<file path="src/rtl/calc_pkg.sv">
`default_nettype none
// ============================================================================
// Module   : calc_pkg
// Purpose  : Shared state/op encodings and default widths for the calculator.
// Revision : 1.0 - initial release
// ============================================================================
package calc_pkg;

  localparam int unsigned C_W_DEFAULT  = 7;
  localparam int unsigned C_RW_DEFAULT = 2 * C_W_DEFAULT;

  typedef enum logic [1:0] {
    ST_IDLE = 2'd0,
    ST_OPB  = 2'd1,
    ST_EXEC = 2'd2,
    ST_DONE = 2'd3
  } state_t;

  typedef enum logic {
    OP_ADD = 1'b0,
    OP_MUL = 1'b1
  } op_t;

endpackage
`default_nettype wire

</file>
<file path="src/rtl/calc_shift_add.sv">
`default_nettype none
// ============================================================================
// Module   : calc_shift_add
// Purpose  : Accumulator datapath; one shift-add multiply step or one add per step.
// Revision : 1.0 - initial release
// ============================================================================
module calc_shift_add
  import calc_pkg::*;
#(
  parameter int unsigned W  = C_W_DEFAULT,
  parameter int unsigned RW = C_RW_DEFAULT,
  parameter int unsigned AW = W
) (
  input  logic          mclk,
  input  logic          reset_n,
  input  logic          start,
  input  logic          step,
  input  op_t           op,
  input  logic [AW-1:0] opa,
  input  logic [W-1:0]  opb,
  output logic [RW-1:0] acc,
  output logic          last,
  output logic          ovf_bit
);

  localparam int unsigned CW = (W > 1) ? $clog2(W) : 1;
  localparam int unsigned XW = RW + W;

  logic [CW-1:0] r_cnt;
  logic [RW-1:0] r_acc;
  logic          r_ovf;

  logic [XW-1:0] w_opa_x;
  logic [XW-1:0] w_shifted;
  logic [RW:0]   w_mul_sum;
  logic [RW:0]   w_add_sum;
  logic [RW-1:0] w_acc_next;
  logic          w_step_ovf;

  // Partial product is formed wide so bits shifted past RW can be flagged as lost.
  always_comb begin
    w_opa_x    = XW'(opa);
    w_shifted  = w_opa_x << r_cnt;
    w_mul_sum  = {1'b0, r_acc} + {1'b0, w_shifted[RW-1:0]};
    w_add_sum  = (RW+1)'(opa) + (RW+1)'(opb);
    w_acc_next = r_acc;
    w_step_ovf = 1'b0;
    if (op == OP_MUL) begin
      if (opb[r_cnt]) begin
        w_acc_next = w_mul_sum[RW-1:0];
        w_step_ovf = w_mul_sum[RW] | (|w_shifted[XW-1:RW]);
      end
    end else begin
      w_acc_next = w_add_sum[RW-1:0];
      w_step_ovf = w_add_sum[RW];
    end
  end

  always_ff @(posedge mclk or negedge reset_n) begin
    if (!reset_n) begin
      r_acc <= '0;
      r_cnt <= '0;
      r_ovf <= 1'b0;
    end else if (start) begin
      r_acc <= '0;
      r_cnt <= '0;
      r_ovf <= 1'b0;
    end else if (step) begin
      r_acc <= w_acc_next;
      r_cnt <= r_cnt + CW'(1);
      r_ovf <= r_ovf | w_step_ovf;
    end
  end

  assign acc     = r_acc;
  assign ovf_bit = r_ovf;
  assign last    = (op == OP_ADD) || (r_cnt == CW'(W - 1));

endmodule
`default_nettype wire

</file>
<file path="src/rtl/calc_op_sequencer.sv">
`default_nettype none
// ============================================================================
// Module   : calc_op_sequencer
// Purpose  : Calculator FSM: button edge detect, operand latching, display mux.
//            Define CALC_CHAIN_EN to let a result feed the next operation.
// Revision : 1.0 - initial release
// ============================================================================
module calc_op_sequencer
  import calc_pkg::*;
#(
  parameter int unsigned W  = C_W_DEFAULT,
  parameter int unsigned RW = 2 * W
) (
  input  logic          mclk,
  input  logic          reset_n,
  input  logic [W-1:0]  bin,
  input  logic          btn0,
  input  logic          btn1,
  input  logic          btn2,
  output logic [RW-1:0] outbin,
  output logic          busy,
  output logic          done,
  output logic          ovf
);

`ifdef CALC_CHAIN_EN
  localparam int unsigned AW = RW;
`else
  localparam int unsigned AW = W;
`endif

  state_t        r_state;
  state_t        w_state_next;
  logic [2:0]    r_btn_q;
  logic [2:0]    w_press;
  logic [AW-1:0] r_opa;
  logic [W-1:0]  r_opb;
  op_t           r_op;
  logic          r_done;

  logic          w_load_a;
  logic [AW-1:0] w_opa_next;
  op_t           w_op_next;
  logic          w_start;
  logic [RW-1:0] w_acc;
  logic          w_last;
  logic          w_ovf_bit;
  logic [RW-1:0] w_disp;

  assign w_press = {btn2, btn1, btn0} & ~r_btn_q;

  always_comb begin
    w_state_next = r_state;
    w_load_a     = 1'b0;
    w_opa_next   = AW'(bin);
    w_op_next    = r_op;
    w_start      = 1'b0;
    unique case (r_state)
      ST_IDLE: begin
        if (w_press[1] || w_press[2]) begin
          w_state_next = ST_OPB;
          w_load_a     = 1'b1;
          w_op_next    = w_press[1] ? OP_MUL : OP_ADD;
        end
      end
      ST_OPB: begin
        if (w_press[0]) begin
          w_state_next = ST_EXEC;
          w_start      = 1'b1;
        end
      end
      ST_EXEC: begin
        if (w_last) begin
          w_state_next = ST_DONE;
        end
      end
      ST_DONE: begin
        if (w_press[1] || w_press[2]) begin
`ifdef CALC_CHAIN_EN
          w_state_next = ST_OPB;
          w_load_a     = 1'b1;
          w_opa_next   = w_acc;
          w_op_next    = w_press[1] ? OP_MUL : OP_ADD;
`else
          w_state_next = ST_IDLE;
`endif
        end
      end
      default: w_state_next = ST_IDLE;
    endcase
  end

  always_ff @(posedge mclk or negedge reset_n) begin
    if (!reset_n) begin
      r_state <= ST_IDLE;
      r_btn_q <= '0;
      r_opa   <= '0;
      r_opb   <= '0;
      r_op    <= OP_ADD;
      r_done  <= 1'b0;
    end else begin
      r_state <= w_state_next;
      r_btn_q <= {btn2, btn1, btn0};
      r_done  <= (w_state_next == ST_DONE) && (r_state != ST_DONE);
      if (w_load_a) begin
        r_opa <= w_opa_next;
        r_op  <= w_op_next;
      end
      if (w_start) begin
        r_opb <= bin;
      end
    end
  end

  calc_shift_add #(
    .W  (W),
    .RW (RW),
    .AW (AW)
  ) u_shift_add (
    .mclk    (mclk),
    .reset_n (reset_n),
    .start   (w_start),
    .step    (r_state == ST_EXEC),
    .op      (r_op),
    .opa     (r_opa),
    .opb     (r_opb),
    .acc     (w_acc),
    .last    (w_last),
    .ovf_bit (w_ovf_bit)
  );

  // During EXEC the display keeps the last operand that was entered.
  always_comb begin
    w_disp = RW'(bin);
    unique case (r_state)
      ST_EXEC: w_disp = RW'(r_opb);
      ST_DONE: w_disp = w_acc;
      default: w_disp = RW'(bin);
    endcase
  end

  // Display blanks while reset is held, matching the cleared register state.
  assign outbin = reset_n ? w_disp : '0;
  assign busy   = (r_state == ST_EXEC);
  assign done   = r_done;
  assign ovf    = (r_state == ST_DONE) && w_ovf_bit;

endmodule
`default_nettype wire

</file>
<file path="config.mk">
export PLATFORM = sky130hd
export DESIGN_NAME = calc_op_sequencer
export DESIGN_NICKNAME = d
export VERILOG_FILES = /design/src/rtl/calc_pkg.sv /design/src/rtl/calc_shift_add.sv /design/src/rtl/calc_op_sequencer.sv
export SDC_FILE = /design/constraint.sdc
export NUM_CORES = 1
export LEC_CHECK = 0
export ABC_AREA = 1
export CAP_MARGIN = 20
export CELL_PAD_IN_SITES_DETAIL_PLACEMENT = 0
export CELL_PAD_IN_SITES_GLOBAL_PLACEMENT = 1
export CORE_MARGIN = 2
export CORE_UTILIZATION = 34
export CTS_CLUSTER_SIZE = 14
export DETAILED_ROUTE_END_ITERATION = 8
export GPL_TIMING_DRIVEN = 0
export PLACE_DENSITY_LB_ADDON = 0.2
export SYNTH_ARGS = -nofsm -noshare
export SYNTH_HDL_FRONTEND = slang
export SYNTH_SLANG_ARGS = --single-unit
</file>
<file path="constraint.sdc">
create_clock -name mclk -period 2.15 [get_ports mclk]
set_clock_uncertainty 0.15 [all_clocks]
set_input_delay 0.645 -clock mclk [delete_from_list [all_inputs] [get_ports mclk]]
set_output_delay 0.645 -clock mclk [all_outputs]
set_load 0.02 [all_outputs]
</file>
==> metrics.cfg, run 1 <==
[outcome]
status=finished with violations
violations=negative setup slack

[logic_synthesis]
yosysUniqueCellTypes=41
yosysMostFrequentCell=nand2_1
ys.warnings.count=0
synthArstFlopShare_pct=100.0
synth_common_cells=nand2_1 (166), inv_1 (76), nand3_1 (40)
synth.cell_area_sq_um=3299
syn_area_per_cell_sq_um=6.599
postSynthRegisterBits=39
netlist.area_leader.share_pct=29.58
synth_top_cells_by_area=dfrtp_1 (30%), nand2_1 (19%), ha_1 (8.7%)
synth_largest_area_cell=dfrtp_1
ys_seq_area_share_pct=29.58
synth_edf_count=0
ys.flop_type=dfrtp_1
syn_inst=500
postSynthNetCount=537

[worst_setup_path]
crit_type=register to register
critPathMaxStageDelay_ns=0.40
crit_chain=buf_6 -> inv_8 -> buf_6 -> nand2_4 -> nand2_4 -> o21ai_2 -> mux2i_1 -> ha_2 -> buf_4 -> nand2_4 -> nor2_4 -> nand3_2 -> nand3_2 -> nand2_1 -> nand3_2 -> nand2_1
critPathMaxFanout=5
crit_required_ns=2.21
worstSetupEndpointType=register
arrival_ns=2.54
r2r_start=u_shift_add.r_cnt[0]$_DFFE_PN0P_
cp-startpoint=u_shift_add.r_cnt[0]$_DFFE_PN0P_
cp_top_family=simple AND/OR/NAND/NOR gates
r2r-end=u_shift_add.acc[12]$_DFFE_PN0P_
slowest_stage=dfrtp_1
cp_num_cells=16
crit_buf_inv=4
endpoint=u_shift_add.acc[12]$_DFFE_PN0P_
reg2reg_depth=16
start_kind=register
regToRegSetupSlack_ns=-0.33

[sta]
slew_viol_final=0
max_freq_mhz=402.8
fin_crit_sh_pct=115.5
layout_setup_ws_ns=-0.3326
finalCriticalPeriod_ns=2.483
finalSetupViolations=20
max-slew-margin-rel_pct=54.84
hold_viol=0
rsz0062_at_grt=yes
worstMarginPinSlew_ns=0.6752
finalSetupTns_ns=-4.130

[min_path]
hold_path.class=input port to asynchronous set/reset pin

[cts]
cts.sinks=39
cts_max_level=2
root_buffer=clkbuf_8
cts_buffers=5
cts_tree=yes
cts.path.max_buffers=2
path_clk_slew_ns=0.10
clock_latency_ns=0.30

[pwr]
p_leak_nw=2.493
finalPower_mw=7.765
powerDensity_nw_per_um2=1551
ir_drop_mv=0.6287

[placed_design]
gp_congestion=0.9065
place_inst=658
dp_slack_ns=-0.9845
io_buffers=28
place_hpwl_mm=7.583

[floorplan]
start_util_pct=35.37
core_area_sq_um=9328
io_pins=29
die_w_um=102.5
fp.dieH_um=102.5
rows=35
dieArea_sq_um=10510

[finish]
n_antenna_cell=0
regArea_sq_um=978.4
n_fill_cell=885
utilization_pct=53.67
layout.cells.non_filler=720
nets=627
multi_input_area_sq_um=2576
area_growth_pct=51.73
drive_above_1_share_pct=37.23

[grt]
antenna_found_initial=0
grt_max_degree=17
grt_pass1_vias=3350
grt-ovfl-total=0
grt_usage_pct=21.44
grt_pass1_wl_mm=17.18

[detailed_routing]
avgRoutedWirePerCell_um=15.43
vias_per_cell=4.918
final_antenna_net_count=0
drc=0
drt_iter0_markers=132
drt-total-wl_mm=11.11
vias=3541
firstDrtPassIters=4

[run]
cap_viol_max_count=0

-- worst register-to-register path, delay by kind of cell (launching register included) --
family	cells	cell delay, ns
multiplexers	1	0.10
AND/OR/NAND/NOR	9	0.70
AO/OA/AOI/OAI	1	0.15
adder cells (fa/ha/maj)	1	0.40
flip-flops	1	0.40
buffers and inverters	4	0.48
-- area by class of cell --
class | instances | area share (%)
Clock inverter | 3 | 0.4749
Inverter | 79 | 6.423
Timing Repair Buffer | 83 | 15.12
Multi-Input combinational cell | 371 | 51.46
Tap cell | 129 | 3.224
Clock buffer | 5 | 1.375
Sequential cell | 39 | 19.55
Buffer | 11 | 2.374
-- per-layer routing --
layer / track usage, % / share of wire [%] / vias up
li1: - / - / 1785
met1: 28.70 / 47 / 1682
met2: 37.15 / 49 / 56
met3: 2.576 / 2.4 / 18
met4: 4.821 / 2.0 / 0
met5: 0 / 0 / -
-- power by group --
part / total [mW] / switching [mW] / internal, mW
clock network: 0.551 / 0.318 / 0.233
logic: 5.81 / 3.29 / 2.52
registers: 1.40 / 0.410 / 0.992
-- layout by cell type (no fill, tap or decap), drive strengths merged, types with 2 or more instances in the layout --
cell and instances:
nand3b 4, dlygate4sd2 7, o221ai 3, mux2i 2, nand4 8, nand3 40
inv 79, nor3 3, ha 23, nand2 170, buf 77, clkdlybuf4s50 4
o22ai 3, fa 2, clkinvlp 2, clkbuf 8, nor2 40, dfrtp 39
a21oi 20, o21ai 42
-- cells by family (layout without fill, tap and decap cells) --
| kind of cell | Yosys count | in the layout | synth area share [%] |
|---|---|---|---|
| and+or+nand+nor | 267 | 267 | 34.66 |
| xor gates and xnor gates | 1 | 1 | 0.2655 |
| adders and majority gates | 25 | 25 | 9.936 |
| muxes | 3 | 3 | 0.9480 |
| buffers and inverters | 90 | 181 | 11.72 |
| AOI/OAI and AO/OA | 75 | 75 | 12.89 |
| DFF | 39 | 39 | 29.58 |
-- worst min path at each step --
stage	startpoint	end	slack, ns	cells past startpoint
6_report	reset_n	r_opb[3]$_DFFE_PN0P_	0.09	2
5_1_grt	reset_n	r_opb[3]$_DFFE_PN0P_	0.07	2
4_1_cts	reset_n	r_opb[3]$_DFFE_PN0P_	0.09	2
3_5_place_dp	r_btn_q[1]$_DFF_PN0_	r_op$_DFFE_PN0P_	0.30	1
3_3_place_gp	r_btn_q[1]$_DFF_PN0_	r_op$_DFFE_PN0P_	0.30	1
2_1_floorplan	reset_n	done$_DFF_PN0_	0.20	0
-- sequential cells by signal (all words and copies together), names as in the netlist --
register             cells
u_shift_add.acc         14
u_shift_add.r_cnt        3
r_btn_q                  3
done                     1
r_opb                    7
r_state                  2
r_op                     1
r_opa                    7
u_shift_add.ovf_bit      1
-- repair_timing --
item                                    CTS  global route
gates resized for setup                 170           118
setup buffers                            36            17
endpoints found under the setup margin   32            33
pin swaps                                33            47
hold buffers                              1             0
gates cloned                              1             0
hold endpoints to repair                 12             0
-- through the flow --
stage          area [sq um]  hold WS, ns
3_5_place_dp           3785       0.3017
4_1_cts                4403      0.09248
3_3_place_gp           3770       0.2957
2_1_floorplan          3328       0.1994
5_1_grt                5006      0.07070
6_report               5006      0.08919
(Power assumes the default switching activity.)
==> run 2: changes to the inputs <==
--- a/config.mk
+++ b/config.mk
@@ -6,13 +6,15 @@
 export NUM_CORES = 1
 export LEC_CHECK = 0
 export ABC_AREA = 1
-export CAP_MARGIN = 20
+export CAP_MARGIN = 30
 export CELL_PAD_IN_SITES_DETAIL_PLACEMENT = 0
 export CELL_PAD_IN_SITES_GLOBAL_PLACEMENT = 1
+export CORE_ASPECT_RATIO = 1.2
 export CORE_MARGIN = 2
 export CORE_UTILIZATION = 34
 export CTS_CLUSTER_SIZE = 14
 export DETAILED_ROUTE_END_ITERATION = 8
+export DONT_BUFFER_PORTS = 1
 export GPL_TIMING_DRIVEN = 0
 export PLACE_DENSITY_LB_ADDON = 0.2
 export SYNTH_ARGS = -nofsm -noshare
==> run 2 against run 1 <==
Against the previous run: the run still ends with negative setup slack left; final area down 6.0%; core utilization down 3.9 points; flip-flop and latch count unchanged; first-iteration DRC count up 16%; die area about the same; non-clock buffer count down 39; critical path type unchanged; largest cell class unchanged.
==> metrics.cfg, run 2 (synthesis results as in run 1) <==
[floorplan]
core_area_sq_um=9467  ; +1.5%
rows=39  ; +11%
io_pins=29  ; unchanged
dieArea_sq_um=10510  ; about the same
die_w_um=93.93  ; -8.4%
fp.dieH_um=111.9  ; +9.2%
start_util_pct=34.85  ; -0.52 points

[detailed_routing]
vias=3392  ; -4.2%
drt-total-wl_mm=11.14  ; +0.28%
drc=0  ; unchanged
vias_per_cell=5.018  ; +2.0%
final_antenna_net_count=0  ; unchanged
firstDrtPassIters=4  ; unchanged
drt_iter0_markers=153  ; +16%
avgRoutedWirePerCell_um=16.48  ; +6.8%

[pwr]
ir_drop_mv=0.6861  ; +9.1%
powerDensity_nw_per_um2=1701  ; +9.7%
p_leak_nw=2.249  ; -9.8%
finalPower_mw=8.008  ; +3.1%

[worst_setup_path]
critPathMaxFanout=5  ; unchanged
crit_required_ns=2.18  ; -0.03 ns
arrival_ns=2.47  ; -0.07 ns
r2r-end=u_shift_add.acc[13]$_DFFE_PN0P_
reg2reg_depth=15  ; -1
crit_type=register to register
start_kind=register
r2r_start=u_shift_add.r_cnt[0]$_DFFE_PN0P_
regToRegSetupSlack_ns=-0.29  ; +0.04 ns
worstSetupEndpointType=register

[finish]
area_growth_pct=42.66
final_cell_mix=nand2_1 (129), inv_1 (62), nand3_1 (36), dfrtp_1 (36), buf_4 (35)
nets=589  ; -6.1%
utilization_pct=49.72  ; -3.9 points
drive_above_1_share_pct=34.72  ; -2.5 points
n_antenna_cell=0  ; unchanged
layout_commonest_cell=nand2_1
largest_register_ffs=14  ; unchanged

[outcome]
status=finished with violations
violations=negative setup slack

[grt]
antenna_found_initial=0  ; unchanged
grt_max_degree=40  ; +23
grt-ovfl-total=0  ; unchanged
grt_pass1_wl_mm=17.26  ; +0.48%
grt_usage_pct=21.28  ; -0.16 points
grt_pass1_vias=3337  ; -0.39%

[sta]
finalCriticalPeriod_ns=2.440  ; -0.04250 ns
hold_viol=0  ; unchanged
slew_viol_final=0  ; unchanged
hold_ws_ns=0.03664  ; -0.05255 ns
max-slew-margin-rel_pct=67.43  ; +13 points
layout_setup_ws_ns=-0.2901  ; +0.04250 ns
worstMarginPinSlew_ns=0.4867  ; -0.1885 ns
rsz0062_at_grt=yes
finalSetupViolations=20  ; unchanged
max_freq_mhz=409.8  ; +1.7%
fin_crit_sh_pct=113.5  ; -2.0 points

[min_path]
hold_path.class=input port to asynchronous set/reset pin

[placed_design]
io_buffers=0  ; -100%
gp_congestion=0.8943  ; -1.3%
place_hpwl_mm=7.671  ; +1.2%

[cts]
path_clk_slew_ns=0.06  ; -0.04 ns
cts.path.max_buffers=2  ; unchanged
cts_buffers=5  ; unchanged
clock_latency_ns=0.29  ; about the same
cts_max_level=2  ; unchanged
cts.sinks=39  ; unchanged
root_buffer=clkbuf_16
cts_tree=yes

[run]
cap_viol_max_count=0  ; unchanged

run 2: cell types whose count changed in the layout (fill, tap and decap cells not counted), sizes merged:
cell           change
clkdlybuf4s50      -4
clkinv             +1
dlygate4sd3        -1
clkinvlp           -2
clkdlybuf4s15      -1
buf               -28
bufinv             +1
clkbuf             +4
dlygate4sd2        -7
nor2               +1
inv                -1
bufbuf             -1
run 2: critical path, stage by stage (launching register included):
cell     delay [ns]
dfrtp_1        0.39
buf_6          0.16
buf_8          0.14
nand2_2        0.07
o21ai_4        0.08
o21ai_2        0.23
o21ai_2        0.13
ha_4           0.31
nand2_2        0.08
nor2_2         0.14
and2_1         0.13
nand2_1        0.07
nand2_1        0.08
nand2_1        0.04
nand3_1        0.06
nand2_1        0.05
run 2: power breakdown:
part	internal [mW]	switching, mW	leakage [nW]	total (mW)
clock network	0.578	0.326	0.0868	0.904
registers	0.996	0.384	0.494	1.38
logic	2.46	3.26	1.67	5.72
total	4.03	3.97	2.25	8.01
run 2: worst max path at each step:
stage	startpoint	to	depth (start not counted)	slack, ns
after global routing	u_shift_add.r_cnt[0]$_DFFE_PN0P_	u_shift_add.acc[11]$_DFFE_PN0P_	16	-0.42
after CTS	u_shift_add.r_cnt[0]$_DFFE_PN0P_	u_shift_add.acc[10]$_DFFE_PN0P_	16	-0.34
after floorplan	u_shift_add.r_cnt[0]$_DFFE_PN0P_	u_shift_add.acc[10]$_DFFE_PN0P_	16	-0.1
after detailed placement	u_shift_add.r_cnt[1]$_DFFE_PN0P_	u_shift_add.acc[10]$_DFFE_PN0P_	15	-0.56
after global placement	u_shift_add.r_cnt[1]$_DFFE_PN0P_	u_shift_add.acc[6]$_DFFE_PN0P_	14	-0.53
final	u_shift_add.r_cnt[0]$_DFFE_PN0P_	u_shift_add.acc[13]$_DFFE_PN0P_	15	-0.29
run 2: through the flow:
stage	setup TNS, ns	setup WS [ns]	instances	cell area (sq um)
6_report	-3.562	-0.2901	676	4707
5_1_grt	-5.801	-0.4244	676	4707
4_1_cts	-4.004	-0.3415	655	4184
3_5_place_dp	-7.686	-0.5602	623	3482
3_3_place_gp	-7.532	-0.5341	623	3482
2_1_floorplan	-0.4265	-0.09706	500	3328
run 2: cell type report:
cell class,instances,area [sq um]
fill,992,4760
clock buffer,6,138.9
tap,123,153.9
multi-input combinational,372,2525
timing repair buffer,44,425.4
clock inverter,2,35.03
inverter,79,326.6
buffer,11,122.6
sequential,39,979.7
run 2: metal layers:
metal,up-vias,share of wire [%],GRT usage [%]
met1,1595,41,25.16
met5,-,0,0
met4,0,3.0,5.507
met3,19,3.3,3.180
met2,57,53,39.48
li1,1721,-,-
run 2: repair_timing:
item / CTS / global route
pin swaps: 39 / 58
endpoints found under the hold margin: 39 / 0
buffers inserted: 22 / 21
hold buffers: 1 / 0
gates cloned: 1 / 2
endpoints found under the setup margin: 29 / 29
resized for setup: 113 / 77
